## config.mk

```make
export PLATFORM = sky130hd
export DESIGN_NAME = data_producer
export DESIGN_NICKNAME = d
export VERILOG_FILES = /design/src/rtl/data_producer.sv
export SDC_FILE = /design/constraint.sdc
export NUM_CORES = 1
export LEC_CHECK = 0
export BUFFER_PORTS_ARGS = -buffer_cell sky130_fd_sc_hd__buf_2
export CORE_ASPECT_RATIO = 1.75
export CORE_MARGIN = 10
export CORE_UTILIZATION = 45
export CTS_BUF_LIST = sky130_fd_sc_hd__clkbuf_8 sky130_fd_sc_hd__clkbuf_16
export DETAILED_ROUTE_END_ITERATION = 12
export GPL_ROUTABILITY_DRIVEN = 0
export PLACE_DENSITY = 0.67
export SLEW_MARGIN = 20
export SYNTH_ARGS = -nofsm -noshare
export SYNTH_HDL_FRONTEND = slang
export SYNTH_SLANG_ARGS = --single-unit
```

## constraint.sdc

```tcl
create_clock -name clk -period 10.3 [get_ports clk]
set_input_delay 2.575 -clock clk [delete_from_list [all_inputs] [get_ports clk]]
set_output_delay 2.575 -clock clk [all_outputs]
set_load 0.05 [all_outputs]
```

## src/rtl/data_producer.sv

```systemverilog
// AXI-Stream packet generator: emits a programmed number of fixed-length packets
// whose 32-bit lanes carry a per-run beat sequence number.
module data_producer #(
    parameter int unsigned DW         = 128,
    parameter int unsigned GAP_CYCLES = 0
) (
    input  logic          clk,
    input  logic          resetn,
    input  logic          start,
    input  logic [15:0]   packet_bytes,
    input  logic [31:0]   packet_count,
    output logic          busy,
    output logic          done,
    output logic [31:0]   packets_sent,
    output logic [DW-1:0] AXIS_TX_TDATA,
    output logic [4:0]    AXIS_TX_TUSER,
    output logic          AXIS_TX_TLAST,
    output logic          AXIS_TX_TVALID,
    input  logic          AXIS_TX_TREADY
);

    localparam int unsigned BPB   = DW / 8;
    localparam int unsigned LANES = DW / 32;

    typedef enum logic [1:0] {StIdle, StSend, StGap, StFin} state_e;

    state_e      state_q, state_d;
    logic [15:0] nb_q;
    logic [15:0] beat_q;
    logic [4:0]  empty_q;
    logic [31:0] count_q;
    logic [31:0] seq_q;
    logic [31:0] sent_q;
    logic [31:0] gap_q;
    logic        start_ok;
    logic        hs;
    logic        last_beat;
    logic        last_pkt;

    assign start_ok  = start && (packet_bytes != 16'd0) && (packet_count != 32'd0);
    assign hs        = (state_q == StSend) && AXIS_TX_TREADY;
    assign last_beat = (beat_q == nb_q - 16'd1);
    assign last_pkt  = (sent_q + 32'd1 == count_q);

    always_comb begin
        state_d = state_q;
        unique case (state_q)
            StIdle: begin
                // A zero-sized request still completes, just without any beats.
                if (start) state_d = start_ok ? StSend : StFin;
            end
            StSend: begin
                if (hs && last_beat) begin
                    if (last_pkt)            state_d = StFin;
                    else if (GAP_CYCLES > 0) state_d = StGap;
                end
            end
            StGap: begin
                if (gap_q + 32'd1 == GAP_CYCLES) state_d = StSend;
            end
            StFin:   state_d = StIdle;
            default: state_d = StIdle;
        endcase
    end

    always_ff @(posedge clk or negedge resetn) begin
        if (!resetn) begin
            state_q <= StIdle;
            nb_q    <= '0;
            beat_q  <= '0;
            empty_q <= '0;
            count_q <= '0;
            seq_q   <= '0;
            sent_q  <= '0;
            gap_q   <= '0;
        end else begin
            state_q <= state_d;
            if (state_q == StIdle && start_ok) begin
                nb_q    <= 16'((32'(packet_bytes) + BPB - 1) / BPB);
                empty_q <= 5'((16'(BPB) - packet_bytes % 16'(BPB)) % 16'(BPB));
                count_q <= packet_count;
                beat_q  <= '0;
                seq_q   <= '0;
                sent_q  <= '0;
            end
            if (hs) begin
                seq_q <= seq_q + 32'd1;
                if (last_beat) begin
                    beat_q <= '0;
                    sent_q <= sent_q + 32'd1;
                end else begin
                    beat_q <= beat_q + 16'd1;
                end
            end
            gap_q <= (state_q == StGap) ? gap_q + 32'd1 : 32'd0;
        end
    end

    assign AXIS_TX_TVALID = (state_q == StSend);
    assign AXIS_TX_TLAST  = (state_q == StSend) && last_beat;
    assign AXIS_TX_TUSER  = AXIS_TX_TLAST ? empty_q : 5'd0;
    assign AXIS_TX_TDATA  = {LANES{seq_q}};
    assign busy           = (state_q == StSend) || (state_q == StGap);
    assign done           = (state_q == StFin);
    assign packets_sent   = sent_q;

endmodule

```

# == After elaboration in Yosys (flattened, before gate mapping) ==
# Index checks and enable logic that the tools add are counted.
# op_classes
n_mux,16
reduce_logical,13
n_eq_ne,9
n_addsub,8
# ops
op,count
32-bit 2-to-1 mux,6
"32-bit by 1-bit adder with 32-bit output, second input constant",3
16-bit 2-to-1 mux,3
32-bit equality test,1
32-bit logical NOT,1
32-bit nonzero test,1
"17-bit by 1-bit subtractor with 18-bit output, second input constant",1
"16-bit by 5-bit adder with 17-bit output, second input constant",1
"16-bit by 1-bit adder with 16-bit output, second input constant",1
16-bit equality test,1
16-bit nonzero test,1
"16-bit by 1-bit subtractor with 16-bit output, second input constant",1
2-bit 2-to-1 mux,5
2-bit case mux with 4 select lines,1
1-bit logical AND,6
"2-bit equality test, second input constant",2
4-bit 2-to-1 mux,1
"2-bit by 1-bit != test with 1-bit output, second input constant",2
"2-bit != test, second input constant",2
4-bit AND reduction,1
"1-bit by 4-bit subtractor with 4-bit output, first input constant",1
"2-bit by 1-bit equality test with 1-bit output, second input constant",1
2-bit logical NOT,1
2-bit nonzero test,1
1-bit logical OR,1
# totals
out_inout_bits,169
inputBits,52
reg_bits,166

# == Logic depth before layout (Yosys ltp) ==
# Gate-level depths: netlist (run 1).
# depth
word_depth,7
depth_mapped,13

# == Worst setup path after synthesis (run 1) ==
# No wires, ideal clock.
# synth_path
path_type,reg-to-output
startpoint,register nb_q[0]
endpoint,output AXIS_TX_TUSER[0]
t_required_ps,7725
arrival_time_ps,2892
slack_ps,4833
path_stages_with_launch,11
cell_sequence,dfrtp_1 -> buf_6 -> inv_1 -> ha_1 -> nor3b_2 -> a21oi_1 -> nor4_1 -> nand3b_1 -> a2111oi_2 -> clkbuf_1 -> and3_1
# synth_via
elab_chain_len,4
# synth_lines
element,line_no,source
"start, declared",28,logic [15:0] nb_q;
"start signal, assigned",79,nb_q <= 16'((32'(packet_bytes) + BPB - 1) / BPB);
16-bit by 1-bit subtractor with 16-bit output,42,assign last_beat = (beat_q == nb_q - 16'd1);
16-bit equality test,42,
1-bit logical AND,100,assign AXIS_TX_TLAST = (state_q == StSend) && last_beat;
4-bit 2-to-1 mux,101,assign AXIS_TX_TUSER = AXIS_TX_TLAST ? empty_q : 5'd0;
"end, declared",16,"output logic [4:0] AXIS_TX_TUSER,"
# Every way passes these cells.

# == Worst setup path in the final report (run 1) ==
# layout_path
startpoint,register nb_q[0]
endpoint,output AXIS_TX_TUSER[2]
# The elaborated chain is that of the path after synthesis.

==> summary.txt, run 1 <==
Synthesis
  • Syn Inst Count: 1235
  • Post-synthesis area per instance: 8.80 µm²
  • EDFF count, synth: 0
  • Post-Syn Area: 0.0109 mm²
  • Post-synth ARST share: 100%
  • Yosys warnings: 0
  • Primary FF master, synth: dfrtp_1
  • Sequential element share of the synthesized area: 37.5%
  • Distinct cells, synth: 71
  • Synth Net Count: 1299
  • Synthesized flop and latch total: 163

CTS
  • Depth of the CTS H-tree: 4
  • Hold-fix buffers at CTS: 0
  • Clk sinks: 163
  • Worst-path clk slew: 60 ps
  • CTS resizes: 0
  • Post-CTS Setup Inserts: 0
  • Root Buffer: clkbuf_16
  • Clk_lat worst skew: 450 ps
  • Clock tree buffer depth: 2
  • Total CTS buffers: 17
  • CTS tree: done

Route
  • Via count: 9614
  • DRT iter0 DRCs: 645
  • Drt drc: 0
  • DR WL/cell: 19.2 µm
  • ANT nets after route: 0
  • Vias per cell: 5.86
  • Final WL: 31.5 mm
  • TritonRoute pass-1 iters: 6

Worst setup path
  • CP Capture Type: primary output
  • Critical path arrival: 3550 ps
  • Worst Path Max Fanout: 9
  • CP required: 7730 ps
  • Crit start category: flip-flop
  • Setup CP Type: flip-flop to primary output

STA
  • Worst clock skew: 11.8 ps
  • Worst slew margin: 29.8%
  • Period utilisation layout: 59.5%
  • Fin. Hold Viols: 0
  • Final setup violation count: 0
  • Setup Total Neg Slack: 0 ps
  • Measured slew at the worst slew-check pin: 1050 ps
  • Fmax: 163 MHz
  • Setup ws final: 4170 ps
  • RSZ-0062 raised after global routing: no
  • Minimum clock period: 6130 ps
  • Final Slew Violations: 0

Layout
  • Fraction of layout cells with a size suffix above 1: 22.7%
  • Final #Nets: 1383
  • Most frequent cells in the layout: buf_2 (218), dfrtp_1 (163), o21ai_0 (112)
  • Area growth from synthesis to layout: 11.1%
  • Antenna cells: 0
  • Final Cell Area: 0.0121 mm²
  • Commonest non-fill, non-tap cell in the layout: buf_2

Placement
  • PortBufs: 219
  • Hpwl dp: 23.6 mm
  • Placed cell area: 0.0115 mm²
  • Setup WS pre-CTS: 3920 ps

Pwr
  • Max rail drop VDD: 0.000115 V
  • Power density over cell area: 192 mW/mm²
  • Leakage power: 5.53 nW

Die
  • Rows: 75
  • Die width: 137 µm
  • Total die area: 0.0310 mm²
  • DIE HEIGHT: 226 µm
  • Starting Density: 45.4%
  • Core area: 0.0239 mm²
  • Ports: 221

Flow run
  • Number of max-cap violations: 0

Global route
  • Vias in the first global route: 9363
  • Tot GR Track Use: 19.9%
  • Grt ovf: 0
  • Global-route wire length before repair: 49.3 mm
  • Largest net degree at the start of global routing: 101
  • Initial antenna violation count: 0

Hold path
  • Worst hold path class: flip-flop to flip-flop

Outcome
  • Status: completed
logic make-up after synthesis:
| logic type | after synthesis | synth area share [%] |
|---|---|---|
| DFF | 163 | 37.5 |
| other | 1 | 0.0345 |
| AOI/OAI and AO/OA | 224 | 13.0 |
| buffers and inverters | 182 | 9.82 |
| and+or+nand+nor | 510 | 25.9 |
| muxes | 35 | 3.62 |
| xor gates and xnor gates | 108 | 8.70 |
| adders and majority gates | 12 | 1.38 |
report_power, final:
part / switching (mW) / leakage (nW) / internal (mW)
logic: 0.458 / 3.05 / 0.290
clock network: 0.272 / 0.304 / 0.404
registers: 0.139 / 2.17 / 0.750
total: 0.869 / 5.53 / 1.44
cells in the mapped netlist, types with 3 or more instances:
cell	instances	area, µm²
dfrtp_1	163	4080
o21ai_0	112	561
buf_4	97	728
nand2_1	95	357
nand3_1	74	370
xnor2_1	64	561
clkbuf_1	58	218
nor2_1	58	218
nand4_1	53	332
xor2_1	44	385
and3_1	40	250
and2_1	34	213
mux2_2	34	383
nor4_1	31	194
nor3_1	29	145
o31ai_1	28	210
nor2b_1	20	125
inv_1	19	71.3
a21oi_1	14	70.1
or3_1	14	87.6
ha_1	12	150
nand2b_1	10	62.6
nor3b_1	10	75.1
o211ai_1	10	75.1
and4_1	9	78.8
o2111ai_1	8	70.1
or4_1	8	60.1
nand3b_1	7	52.6
a21o_1	6	45.0
a31oi_1	5	31.3
a22o_1	4	35.0
buf_2	4	20.0
a211o_1	3	26.3
a211oi_1	3	22.5
a22oi_1	3	22.5
nor4_2	3	37.5
o41ai_1	3	26.3
or4_4	3	33.8
flip-flops by register name, summed over array words and instances, names as in the netlist:
signal	flops
state_q	2
nb_q	13
beat_q	16
gap_q	32
packets_sent	32
seq_q	32
empty_q	4
count_q	32
critical path, stage by stage (launching register included):
cell,delay (ps)
dfrtp_1,470
inv_1,90
ha_1,240
nor3b_2,530
a21oi_1,150
nor4_1,380
nand3b_1,180
a2111oi_4,530
and3_1,250
buf_2,270
stage by stage:
step / hold slack [ps] / utilization (%) / power, mW / cells
floorplan: 442 / - / 1.45 / 1235
global placement: 456 / 47.9 / 1.63 / 1608
detailed placement: 470 / 47.9 / 1.65 / 1608
CTS: 484 / 50.4 / 2.33 / 1640
global route: 507 / 50.4 / 2.44 / 1640
finish: 480 / 50.4 / 2.31 / 1640
worst paths after layout:
check,depth (start not counted),slack [ps],start,endpoint
worst max-delay path,9,4170,nb_q[0],AXIS_TX_TUSER[2]
worst min-delay path,2,480,empty_q[2],empty_q[2]
worst max register to register,11,6090,nb_q[0],packets_sent[30]
worst min register to register,2,480,empty_q[2],empty_q[2]
max in group asynchronous,2,6620,resetn,state_q[1]
min in group asynchronous,1,2240,resetn,packets_sent[25]
layout make-up:
type | instances | area (µm²)
Inverter | 19 | 71.3
Tap cell | 308 | 385
Multi-Input combinational cell | 890 | 5750
Clock inverter | 15 | 190
Clock buffer | 17 | 425
Timing Repair Buffer | 228 | 1170
Sequential cell | 163 | 4080
Fill cell | 2314 | 11900
layer usage:
layer  track usage (%)  vias to the layer above  share of wire [%]
met3              3.94                       77                6.6
met1              20.9                     4654                 37
met4              9.49                        0                3.8
met5                 0                        -                  0
met2              36.4                      346                 53
li1                  -                     4537                  -
Note: power is estimated with default switching activity, not from simulation.
==> run 2: changes to the inputs <==
Settings changed: PLACE_DENSITY 0.67 to 0.7.
Clock period 10.3 ns to 5.24 ns, I/O delays scaled along.
==> run 2 against run 1 <==
Compared with the run above:
- die area stayed put
- worst hold slack better by 19 ps
- worst setup slack lost 3500 ps
- register-to-register slack got worse by 4800 ps
- critical path depth did not move
- highest routed layer is now met5
- final area is the same
- final cell count fell by 0.12%
- combinational power grew 97%
- largest power group unchanged
- sequential power rose by 97%
==> summary.txt, run 2 (synthesis results as in run 1) <==
Die
  • Core area: 0.0239 mm² (unchanged)
  • Starting Density: 45.4% (unchanged)
  • Total die area: 0.0310 mm² (unchanged)
  • Rows: 75 (unchanged)
  • Ports: 221 (unchanged)
  • DIE HEIGHT: 226 µm (unchanged)
  • Die width: 137 µm (unchanged)

CTS
  • Total CTS buffers: 17 (unchanged)
  • Post-CTS Setup Inserts: 0 (unchanged)
  • Root Buffer: clkbuf_16
  • Clk_lat worst skew: 450 ps (about the same)
  • Worst-path clk slew: 60 ps (about the same)
  • Clk sinks: 163 (unchanged)
  • CTS resizes: 0 (unchanged)
  • CTS tree: done
  • Hold-fix buffers at CTS: 0 (unchanged)
  • Clock tree buffer depth: 2 (unchanged)
  • Depth of the CTS H-tree: 4 (unchanged)

Layout
  • Antenna cells: 0 (unchanged)
  • Area growth from synthesis to layout: 11.1% (unchanged)
  • Final #Nets: 1383 (unchanged)
  • # fillers: 2242 (-3.1%)
  • Most frequent cells in the layout: buf_2 (218), dfrtp_1 (163), o21ai_0 (112)
  • Final Cell Area: 0.0121 mm² (unchanged)
  • Commonest non-fill, non-tap cell in the layout: buf_2
  • Fraction of layout cells with a size suffix above 1: 22.8% (+0.11 points)

Pwr
  • Sequential Power Share: 38.9% (+0.5 points)
  • Sw power: 1.70 mW (+96%)
  • Switching Share: 37.7% (+0.14 points)
  • P_int: 2.81 mW (+94%)
  • Max rail drop VDD: 0.000232 V (+100%)
  • Power share of the clock group: 28.3% (-0.9 points)
  • Comb pwr share: 32.7% (+0.4 points)
  • Leakage power: 5.51 nW (-0.32%)
  • Power density over cell area: 373 mW/mm² (+95%)

Global route
  • Global-route wire length before repair: 50.2 mm (+1.7%)
  • Tot GR Track Use: 20.3% (+0.42 points)
  • Largest net degree at the start of global routing: 99 (-2.0%)
  • Vias in the first global route: 9384 (+0.22%)
  • Initial antenna violation count: 1 (+1)
  • Grt ovf: 0 (unchanged)

STA
  • Worst slew margin: 37.6% (+7.8 points)
  • RSZ-0062 raised after global routing: no
  • Setup Total Neg Slack: 0 ps (unchanged)
  • Final Slew Violations: 0 (unchanged)
  • Worst clock skew: 8.99 ps (-2.76 ps)
  • Fmax: 218 MHz
  • Period utilisation layout: 87.7%
  • Fin. Hold Viols: 0 (unchanged)
  • Minimum clock period: 4590 ps
  • Measured slew at the worst slew-check pin: 935 ps (-118 ps)
  • Final setup violation count: 0 (unchanged)

Worst setup path
  • Critical Path Source: nb_q[0]
  • Buffer and inverter count on the worst path: 2 (unchanged)
  • Reg2reg end: state_q[1]
  • CP Capture Type: primary output
  • Crit start category: flip-flop
  • Slowest CP cell: dfrtp_1
  • Worst Path Max Fanout: 9 (unchanged)
  • CP required: 3930 ps (-3800 ps)
  • R2r worst-path depth: 10 (-1)
  • CP max stage delay: 460 ps (-70 ps)
  • Reg2reg setup slack: 1250 ps (-4840 ps)
  • Reg-to-reg startpoint: nb_q[0]
  • Critical Path, Cell by Cell: inv_1 -> ha_1 -> nor3b_2 -> a21oi_1 -> nor4_1 -> nand3b_1 -> a2111oi_4 -> and3_1 -> buf_2
  • Critical path arrival: 3280 ps (-270 ps)
  • Crit-path leading delay family: simple AND/OR/NAND/NOR gates
  • Setup CP Type: flip-flop to primary output

Hold path
  • Hold_sp: empty_q[1]
  • Worst hold path class: flip-flop to flip-flop
  • Hold path depth: 1 (-1)
  • WHS Endpoint: empty_q[1]

Placement
  • PortBufs: 219 (unchanged)
  • Hpwl dp: 23.6 mm (about the same)
  • Placed cell area: 0.0115 mm² (+0.11%)

Route
  • Via count: 9702 (+0.92%)
  • DRT iter0 DRCs: 805 (+25%)
  • DR WL/cell: 19.2 µm (about the same)
  • Final WL: 31.4 mm (-0.19%)
  • TritonRoute pass-1 iters: 6 (unchanged)
  • ANT nets after route: 0 (unchanged)
  • Drt drc: 0 (unchanged)
  • Vias per cell: 5.92 (+1.0%)

Outcome
  • Status: completed

Flow run
  • Number of max-cap violations: 0 (unchanged)
[run 2: power groups by stage]
stage               combinational (mW)  clock, mW  sequential, mW
floorplan                         1.17          0            1.68
global placement                  1.45          0            1.76
detailed placement                1.47          0            1.77
CTS                               1.48       1.30            1.75
global route                      1.61       1.35            1.79
finish                            1.47       1.28            1.75
[run 2: worst max path at each step]
stage | slack (ps) | to | depth (start not counted)
global placement | 1200 | AXIS_TX_TUSER[3] | 9
detailed placement | 1090 | AXIS_TX_TUSER[1] | 9
floorplan | 1040 | AXIS_TX_TUSER[0] | 10
finish | 650 | AXIS_TX_TUSER[1] | 9
global route | 370 | AXIS_TX_TUSER[2] | 9
CTS | 610 | AXIS_TX_TUSER[1] | 9
[run 2: cell type report]
cell class | count | area [µm²] | area share [%]
tap | 308 | 385 | 3.19
clock buffer | 22 | 494 | 4.09
inverter | 19 | 71.3 | 0.591
multi-input combinational | 890 | 5760 | 47.7
sequential | 163 | 4080 | 33.8
clock inverter | 8 | 103 | 0.850
timing repair buffer | 228 | 1180 | 9.79
[run 2: per-stage QoR]
step | power [mW] | setup WS (ps) | hold slack (ps) | instances | util, %
2_1_floorplan | 2.86 | 1040 | 442 | 1235 | -
3_3_place_gp | 3.21 | 1200 | 478 | 1608 | 47.9
3_5_place_dp | 3.24 | 1090 | 487 | 1608 | 47.9
4_1_cts | 4.53 | 607 | 500 | 1638 | 50.4
5_1_grt | 4.75 | 365 | 527 | 1638 | 50.4
6_report | 4.51 | 647 | 499 | 1638 | 50.4
[run 2: routing by layer]
metal  vias to the layer above  GRT usage, %  wire length, µm
met5                         -             0               11
met4                         2          9.22             1050
met3                        70          4.45             2320
met2                       370          36.8            16800
met1                      4709          21.6            11200
li1                       4551             -                -
